**src/rtl/sid_pkg.sv**
```systemverilog
`default_nettype none
// ============================================================================
//  Module      : sid_pkg
//  Description : Shared types and constants for the SID amplitude-stage
//                scheduler and its shared multiplier.
//  Revision    : 1.0 - initial release
// ============================================================================
package sid_pkg;

  localparam int C_VOICE_W        = 12;  // voice waveform width
  localparam int C_ENV_W          = 8;   // envelope level width
  localparam int C_SAMPLE_W       = 16;  // mixed sample / product slice width
  localparam int C_A_SHIFT        = 4;   // voice pre-scale into the 16-bit A port
  localparam int C_MUL_A_W        = C_VOICE_W + C_A_SHIFT;
  localparam int C_HEADROOM_SHIFT = 2;   // per-voice attenuation before summing
  localparam int C_PROD_HI        = 23;  // top bit of the kept product slice
  localparam int C_PROD_LO        = 8;   // bottom bit of the kept product slice
  localparam int C_PROD_W         = C_PROD_HI + 1;

  typedef enum logic [2:0] {
    ST_IDLE  = 3'd0,
    ST_MUL0  = 3'd1,
    ST_MUL1  = 3'd2,
    ST_MUL2  = 3'd3,
    ST_DRAIN = 3'd4
  } sched_state_t;

  // Offset-binary voice sample to two's complement: flip the MSB.
  function automatic logic signed [C_VOICE_W-1:0] voice_to_signed(
    input logic [C_VOICE_W-1:0] i_v
  );
    return {~i_v[C_VOICE_W-1], i_v[C_VOICE_W-2:0]};
  endfunction

endpackage
`default_nettype wire

```
**src/rtl/sid_mdac_mul.sv**
```systemverilog
`default_nettype none
// ============================================================================
//  Module      : sid_mdac_mul
//  Description : Registered signed(16) x unsigned(8) multiplier shared by the
//                three voices. Shaped to fit one SB_MAC16 (A signed, B
//                unsigned, registered output); exposes product bits [23:8].
//  Revision    : 1.0 - initial release
// ============================================================================
module sid_mdac_mul
  import sid_pkg::*;
(
  input  logic                         i_clk,
  input  logic                         i_rst_n,
  input  logic signed [C_MUL_A_W-1:0]  i_a,
  input  logic        [C_ENV_W-1:0]    i_b,
  output logic signed [C_SAMPLE_W-1:0] o_p
);

  logic signed [C_PROD_W-1:0]   w_a_ext;
  logic signed [C_PROD_W-1:0]   w_b_ext;
  logic signed [C_PROD_W-1:0]   w_prod;
  logic signed [C_SAMPLE_W-1:0] r_p;

  // 24 bits hold every product exactly: |A*B| <= 32768*255 < 2^23.
  assign w_a_ext = {{(C_PROD_W - C_MUL_A_W){i_a[C_MUL_A_W-1]}}, i_a};
  assign w_b_ext = {{(C_PROD_W - C_ENV_W){1'b0}}, i_b};
  assign w_prod  = w_a_ext * w_b_ext;

  // Product register: keeps the [23:8] slice, one cycle of latency.
  always_ff @(posedge i_clk) begin
    if (!i_rst_n) begin
      r_p <= '0;
    end else begin
      r_p <= C_SAMPLE_W'(w_prod >>> C_PROD_LO);
    end
  end

  assign o_p = r_p;

endmodule
`default_nettype wire

```
**src/rtl/sid_mdac_sched.sv**
```systemverilog
`default_nettype none
// ============================================================================
//  Module      : sid_mdac_sched
//  Description : Time-multiplexed amplitude stage for the three SID voices.
//                Each CLKen snapshots the voice/envelope pairs, runs them
//                through one shared multiplier and emits one mixed signed
//                sample with a VALID pulse five cycles later.
//                Optional feature macro: SID_MDAC_VOICE3OFF_EN (honour
//                VOICE3OFF by dropping voice 2 from the mix).
//  Revision    : 1.0 - initial release
// ============================================================================
module sid_mdac_sched
  import sid_pkg::*;
(
  input  logic                  CLK,
  input  logic                  RESETn,
  input  logic                  CLKen,
  input  logic [C_VOICE_W-1:0]  VOICE0,
  input  logic [C_VOICE_W-1:0]  VOICE1,
  input  logic [C_VOICE_W-1:0]  VOICE2,
  input  logic [C_ENV_W-1:0]    ENV0,
  input  logic [C_ENV_W-1:0]    ENV1,
  input  logic [C_ENV_W-1:0]    ENV2,
  input  logic                  VOICE3OFF,
  output logic [C_SAMPLE_W-1:0] OUTPUT,
  output logic                  VALID,
  output logic                  BUSY,
  output logic                  OVERRUN
);

  sched_state_t r_state;
  sched_state_t w_state_nxt;

  logic                         w_start;
  logic                         w_acc_en;
  logic                         w_last;
  logic                         w_busy;

  logic signed [C_VOICE_W-1:0]  r_sv0, r_sv1, r_sv2;
  logic        [C_ENV_W-1:0]    r_e0, r_e1, r_e2;

  logic signed [C_MUL_A_W-1:0]  w_mul_a;
  logic        [C_ENV_W-1:0]    w_mul_b;
  logic signed [C_SAMPLE_W-1:0] w_p;
  logic signed [C_SAMPLE_W-1:0] w_p_sh;
  logic signed [C_SAMPLE_W-1:0] w_p_last;

  logic signed [C_SAMPLE_W-1:0] r_acc;
  logic        [C_SAMPLE_W-1:0] r_out;
  logic                         r_valid;
  logic                         r_ovr;

  // State register.
  always_ff @(posedge CLK) begin
    if (!RESETn) begin
      r_state <= ST_IDLE;
    end else begin
      r_state <= w_state_nxt;
    end
  end

  // Next state, multiplier operand select and datapath strobes.
  always_comb begin
    w_state_nxt = r_state;
    w_start     = 1'b0;
    w_acc_en    = 1'b0;
    w_last      = 1'b0;
    w_busy      = 1'b1;
    w_mul_a     = '0;
    w_mul_b     = '0;
    case (r_state)
      ST_IDLE: begin
        w_busy = 1'b0;
        if (CLKen) begin
          w_start     = 1'b1;
          w_state_nxt = ST_MUL0;
        end
      end
      ST_MUL0: begin
        w_mul_a     = {r_sv0, {C_A_SHIFT{1'b0}}};
        w_mul_b     = r_e0;
        w_state_nxt = ST_MUL1;
      end
      ST_MUL1: begin
        w_mul_a     = {r_sv1, {C_A_SHIFT{1'b0}}};
        w_mul_b     = r_e1;
        w_acc_en    = 1'b1;   // p0 is out of the multiplier now
        w_state_nxt = ST_MUL2;
      end
      ST_MUL2: begin
        w_mul_a     = {r_sv2, {C_A_SHIFT{1'b0}}};
        w_mul_b     = r_e2;
        w_acc_en    = 1'b1;   // p1
        w_state_nxt = ST_DRAIN;
      end
      ST_DRAIN: begin
        w_last      = 1'b1;   // p2 goes straight into OUTPUT
        w_state_nxt = ST_IDLE;
      end
      default: begin
        w_busy      = 1'b0;
        w_state_nxt = ST_IDLE;
      end
    endcase
  end

  // Snapshot registers: captured once per round so later input changes
  // cannot disturb a round in flight.
  always_ff @(posedge CLK) begin
    if (!RESETn) begin
      r_sv0 <= '0;
      r_sv1 <= '0;
      r_sv2 <= '0;
      r_e0  <= '0;
      r_e1  <= '0;
      r_e2  <= '0;
    end else if (w_start) begin
      r_sv0 <= voice_to_signed(VOICE0);
      r_sv1 <= voice_to_signed(VOICE1);
      r_sv2 <= voice_to_signed(VOICE2);
      r_e0  <= ENV0;
      r_e1  <= ENV1;
      r_e2  <= ENV2;
    end
  end

  sid_mdac_mul u_mul (
    .i_clk   (CLK),
    .i_rst_n (RESETn),
    .i_a     (w_mul_a),
    .i_b     (w_mul_b),
    .o_p     (w_p)
  );

  assign w_p_sh = w_p >>> C_HEADROOM_SHIFT;

`ifdef SID_MDAC_VOICE3OFF_EN
  logic r_voff;

  // Mute flag is part of the snapshot, like the voice/envelope pairs.
  always_ff @(posedge CLK) begin
    if (!RESETn) begin
      r_voff <= 1'b0;
    end else if (w_start) begin
      r_voff <= VOICE3OFF;
    end
  end

  // The MUL2 slot still runs; only its contribution is dropped.
  assign w_p_last = r_voff ? '0 : w_p_sh;
`else
  logic w_unused_voff;
  assign w_unused_voff = VOICE3OFF;
  assign w_p_last      = w_p_sh;
`endif

  // Accumulator: cleared on the snapshot cycle, sums p0 and p1. Three
  // attenuated products stay within +/-24480, so no saturation is needed.
  always_ff @(posedge CLK) begin
    if (!RESETn) begin
      r_acc <= '0;
    end else if (w_start) begin
      r_acc <= '0;
    end else if (w_acc_en) begin
      r_acc <= r_acc + w_p_sh;
    end
  end

  // Output sample and its one-cycle VALID pulse.
  always_ff @(posedge CLK) begin
    if (!RESETn) begin
      r_out   <= '0;
      r_valid <= 1'b0;
    end else begin
      r_valid <= w_last;
      if (w_last) begin
        r_out <= r_acc + w_p_last;
      end
    end
  end

  // Sticky overrun: any strobe arriving while a round is in progress,
  // including the DRAIN cycle, is dropped and flagged.
  always_ff @(posedge CLK) begin
    if (!RESETn) begin
      r_ovr <= 1'b0;
    end else if (CLKen && w_busy) begin
      r_ovr <= 1'b1;
    end
  end

  assign OUTPUT  = r_out;
  assign VALID   = r_valid;
  assign BUSY    = w_busy;
  assign OVERRUN = r_ovr;

endmodule
`default_nettype wire

```
**config.mk**
```make
export PLATFORM = sky130hd
export DESIGN_NAME = sid_mdac_sched
export DESIGN_NICKNAME = d
export VERILOG_FILES = /design/src/rtl/sid_pkg.sv /design/src/rtl/sid_mdac_mul.sv /design/src/rtl/sid_mdac_sched.sv
export SDC_FILE = /design/constraint.sdc
export NUM_CORES = 1
export LEC_CHECK = 0
export BUFFER_PORTS_ARGS = -buffer_cell sky130_fd_sc_hd__buf_2
export CAP_MARGIN = 20
export CORE_ASPECT_RATIO = 1.1
export CORE_MARGIN = 4
export CORE_UTILIZATION = 35
export DETAILED_ROUTE_END_ITERATION = 16
export GPL_ROUTABILITY_DRIVEN = 0
export GPL_TIMING_DRIVEN = 0
export PLACE_DENSITY = 0.62
export SKIP_CTS_REPAIR_TIMING = 1
export SYNTH_ARGS = -nofsm -noshare
export SYNTH_HDL_FRONTEND = slang
export SYNTH_HIERARCHICAL = 1
export SYNTH_SLANG_ARGS = --single-unit
```
**constraint.sdc**
```tcl
create_clock -name CLK -period 5.45 [get_ports CLK]
set_clock_uncertainty 0.05 [all_clocks]
set_input_delay 1.09 -clock CLK [delete_from_list [all_inputs] [get_ports CLK]]
set_output_delay 1.09 -clock CLK [all_outputs]
set_load 0.1 [all_outputs]
```
### Yosys cells after proc, flatten, opt, wreduce, memory -nomap -nowiden

Index checks and enable logic that the tools add are counted.

* bits in registers: 113
* latch bits: 0
* memory bits (writable): 0
* memory bits (read-only): 0
* input bits: 64
* output and inout port bits: 19
* memories: 0

* $add $sub $neg: 1
* multipliers: 1
* divide/modulo/power cells: 0
* $lt $le $gt $ge: 0
* equality and inequality tests: 5
* shift operators: 0
* muxes and demuxes: 9
* bitwise gates (word level): 4
* reductions and logical operators: 5

Operators with widths (count)
* case mux 16 bit (3 select lines): 1
* multiplier 16 x 9 -> 24 bit: 1
* case mux 8 bit (3 select lines): 1
* adder 16 x 14 -> 16 bit: 1
* case mux 3 bit (4 select lines): 1
* == test 3 x 2 -> 1 bit, second input constant: 2
* two-way mux 1 bit: 5
* NOT 1 bit: 4
* OR reduction 2 bit: 2
* OR reduction 4 bit: 1
* == test 3 x 1 -> 1 bit, second input constant: 1
* == test 3 bit, second input constant: 1
* logical NOT 3 bit: 1
* two-way mux 3 bit: 1
* != test 2 bit, second input constant: 1
* logical AND 1 bit: 1

### Logic depth before layout (Yosys ltp)

* depth after elaboration: 4
* gate-level depth with buffers: 24
* depth with buffers taken out: 20

### Hierarchy

The synthesis kept the hierarchy.

Modules (own cells, without submodules)
* sid_mdac_mul: instances 1, cells an instance 585, area an instance 4948.5 um2, sequential area each 320.3 um2
* sid_mdac_sched: instances 1, cells an instance 603, area an instance 4714.5 um2, sequential area each 1941.9 um2

### Least setup slack after synthesis

No wires, ideal clock.

* kind: register -> register
* from: reg r_state[1]
* to: reg u_mul.r_p[14], in the netlist u_mul/o_p[14]
* library setup time: 0.122 ns
* data arrival time: 5.801 ns
* required time: 5.278 ns
* setup slack: -0.523 ns
* cell stages (with the launch flop): 23
* buffers on the path: 5
* clock period less this slack: 5.973 ns
* path through: dfxtp_1 clkbuf_1 nor2b_1 clkbuf_1 clkbuf_1 a22oi_1 nor2_1 clkbuf_1 nand2_1 fa_1 inv_1 fa_1 fa_1 inv_1 fa_1 inv_1 ha_1 buf_2 nand2_1 o221ai_1 nor3b_1 o311ai_0 a311o_1

* cells in the longest elaborated chain, start to end: 3

RTL lines
* start: declaration: line sid_mdac_sched.sv:31 `sched_state_t r_state;`
* start signal: assignment: line sid_mdac_sched.sv:58 `r_state <= w_state_nxt;`
* == test 3 x 2 -> 1 bit or == test 3 x 1 -> 1 bit (tied branches): line sid_mdac_sched.sv:71 `case (r_state)`
* case mux 8 bit (3 select lines) (*): line sid_mdac_sched.sv:71
* via w_mul_b[1]: line sid_mdac_sched.sv:43 `logic [C_ENV_W-1:0] w_mul_b;`
* multiplier 16 x 9 -> 24 bit (*): line sid_mdac_mul.sv:27 `assign w_prod = w_a_ext * w_b_ext;`
* end signal: assignment: line sid_mdac_mul.sv:34 `r_p <= C_SAMPLE_W'(w_prod >>> C_PROD_LO);`
* end: declaration: line sid_mdac_mul.sv:22 `logic signed [C_SAMPLE_W-1:0] r_p;`

Mark *: on every way through the listed nets, which the timed path passes. The rest lies on a longest branch.
A chain may end at the register's enable or synchronous reset.

### Final worst setup path

* from: reg r_state[1]
* to: reg u_mul.r_p[15], in the netlist u_mul/o_p[15]

The elaborated chain is that of the path after synthesis.

==> out/metrics.yaml <==
global_route:
  grt_max_degree: 21
  grt_pass1_wl_um: 42300
  antenna_found_initial: 0
  grt_pass1_vias: 8436
  grt_overflow: 0
  grt_util_all_layers: 0.170
pwr:
  ir_drop_mv: 0.144
  powerDensity_mw_per_mm2: 161
  p_leak_nw: 5.49
  power_mw: 1.90
timing:
  relSlewSlack: 0.572
  hold_viol: 0
  slew_violations: 0
  clock.fmax_ghz: 0.187
  period_needed_ns: 5.36
  period_share: 0.984
  rsz0062_at_grt: "yes"
  max_slew.worst_pin.slew_ns: 0.641
  setup_viol: 0
  holdWs_ns: 0.406
detailed_routing:
  route.detailed.drc: 0
  wl_per_cell_um: 15.5
  vias: 8405
  routed_via_density: 4.94
  drtAntennaViolNets: 0
  firstDrtPassIters: 4
  wl_um: 26400
  drt_iter0_markers: 389
worst_hold_path:
  worstHoldStart: "r_sv0[2]"
  min-delay-path-class: "reg -> reg"
  whs_endpoint: "r_sv0[2]"
  holdPathStages: 2
clock_network:
  cts_root_buf: "clkbuf_16"
  clk_pin_slew_ns: 0.08
  cts_buffers: 9
  cts_tree: "built"
  clk_latency_ns: 0.36
  ctsLongestPathBuffers: 2
  clkSinkCount: 111
  h-tree-depth: 3
finish:
  area_growth_pct: 23.4
  finalNetCount: 1562
  nFillCells: 2665
  stdcell_count: 1702
  drive_above_1_share: 0.213
  antennaDiodeCount: 0
critical_path:
  r2r-start: "r_state[1]"
  r2r_slack_ns: 0.09
  path_class: "reg -> reg"
  critPathCaptureType: "flop"
  start_kind: "flop"
  critPathRequiredTime_ns: 5.65
  worst-r2r-cell-count: 22
  cp_max_fo: 8
  cp_data_arrival_time_ns: 5.56
  r2r-end: "u_mul/o_p[15]"
place:
  portBuffers: 81
  place_hpwl_um: 21000
  placed_cells_incl_taps: 1649
floorplan:
  die_h_um: 182
  core_area_sq_mm: 0.0270
  start_util: 0.356
  num_rows: 63
  pin_count: 83
  die_x_um: 166
  die_area_sq_mm: 0.0301
run_status:
  status: "finished, final reports clean"
yosys:
  synth_area_sq_mm: 0.00959
  syn_area_per_cell_sq_um: 8.12
  synthCells: 1181
  yosysWarningCount: 6
run:
  maxCapViolations: 0
[power by group]
part	switching, mW	leakage (nW)	internal (mW)
Combinational	0.240	4.45	0.145
Sequential	0.0206	0.904	0.848
Clock	0.327	0.140	0.322
Total	0.587	5.49	1.32
[through the flow]
step | setup TNS (ns) | cell area, sq um | worst slack, ns | util
3_3_place_gp | -9.52 | 10600 | -0.994 | 0.393
2_1_floorplan | 0 | 9740 | 0.0342 | -
4_1_cts | -10.56 | 10900 | -1.08 | 0.404
5_1_grt | -0.647 | 11800 | -0.151 | 0.439
3_5_place_dp | -10.13 | 10600 | -1.04 | 0.393
6_report | 0 | 11800 | 0.0892 | 0.439
[layout make-up]
class,instances,area (sq um),share of cell area
inverters,154,581,0.0491
multi-input cells,885,7170,0.606
clock inverters,6,60.1,0.00508
clock buffers,10,229,0.0193
well taps,357,447,0.0377
repair buffers,119,758,0.0641
plain buffers,60,367,0.0310
flip-flops and latches,111,2220,0.188
[layout by cell type (no fill, tap or decap), drive strengths merged, types with 16 or more instances in the layout]
cell type / n
a21oi: 101
a22oi: 20
and2: 65
buf: 143
clkbuf: 46
conb: 31
dfxtp: 111
fa: 100
ha: 58
inv: 156
mux2: 22
nand2: 243
nand3: 27
nor2: 49
o21ai: 16
xnor2: 16
[layer usage]
layer  track usage  part of all wire
met5             0                 0
met4        0.0426             0.021
met3        0.0250             0.031
met2         0.306              0.51
met1         0.214              0.44
[worst max-delay path: stages (launching register included)]
cell and delay (ns):
dfxtp_2 0.34, buf_6 0.15, nor2b_4 0.16, buf_6 0.14, buf_8 0.12, a22oi_2 0.09, nor2_4 0.27, buf_6 0.17
nand2_1 0.07, fa_1 0.55, inv_1 0.05, fa_1 0.46, fa_1 0.54, inv_1 0.06, fa_1 0.53, inv_1 0.04
ha_2 0.42, nand2_2 0.12, nor2_2 0.16, nand2_1 0.13, a31oi_4 0.22, o21ai_2 0.08, mux2_4 0.30
[registers in the layout, indices dropped and copies added (netlist names)]
name,flops
OUTPUT,16
r_e2,8
r_e0,8
OVERRUN,1
r_sv2,12
r_sv1,12
r_sv0,12
VALID,1
u_mul/o_p,14
r_acc,16
r_state,3
r_e1,8
[worst max-delay path by stage]
stage / start / endpoint / slack (ns) / cells past startpoint
4_1_cts: r_state[1] / u_mul/o_p[15] / -1.08 / 22
3_3_place_gp: r_state[1] / u_mul/o_p[15] / -0.99 / 22
5_1_grt: r_state[1] / u_mul/o_p[14] / -0.15 / 22
2_1_floorplan: r_state[1] / u_mul/o_p[15] / 0.03 / 23
6_report: r_state[1] / u_mul/o_p[15] / 0.09 / 22
3_5_place_dp: r_state[1] / u_mul/o_p[15] / -1.04 / 22
Note: power is estimated with default switching activity, not from simulation.
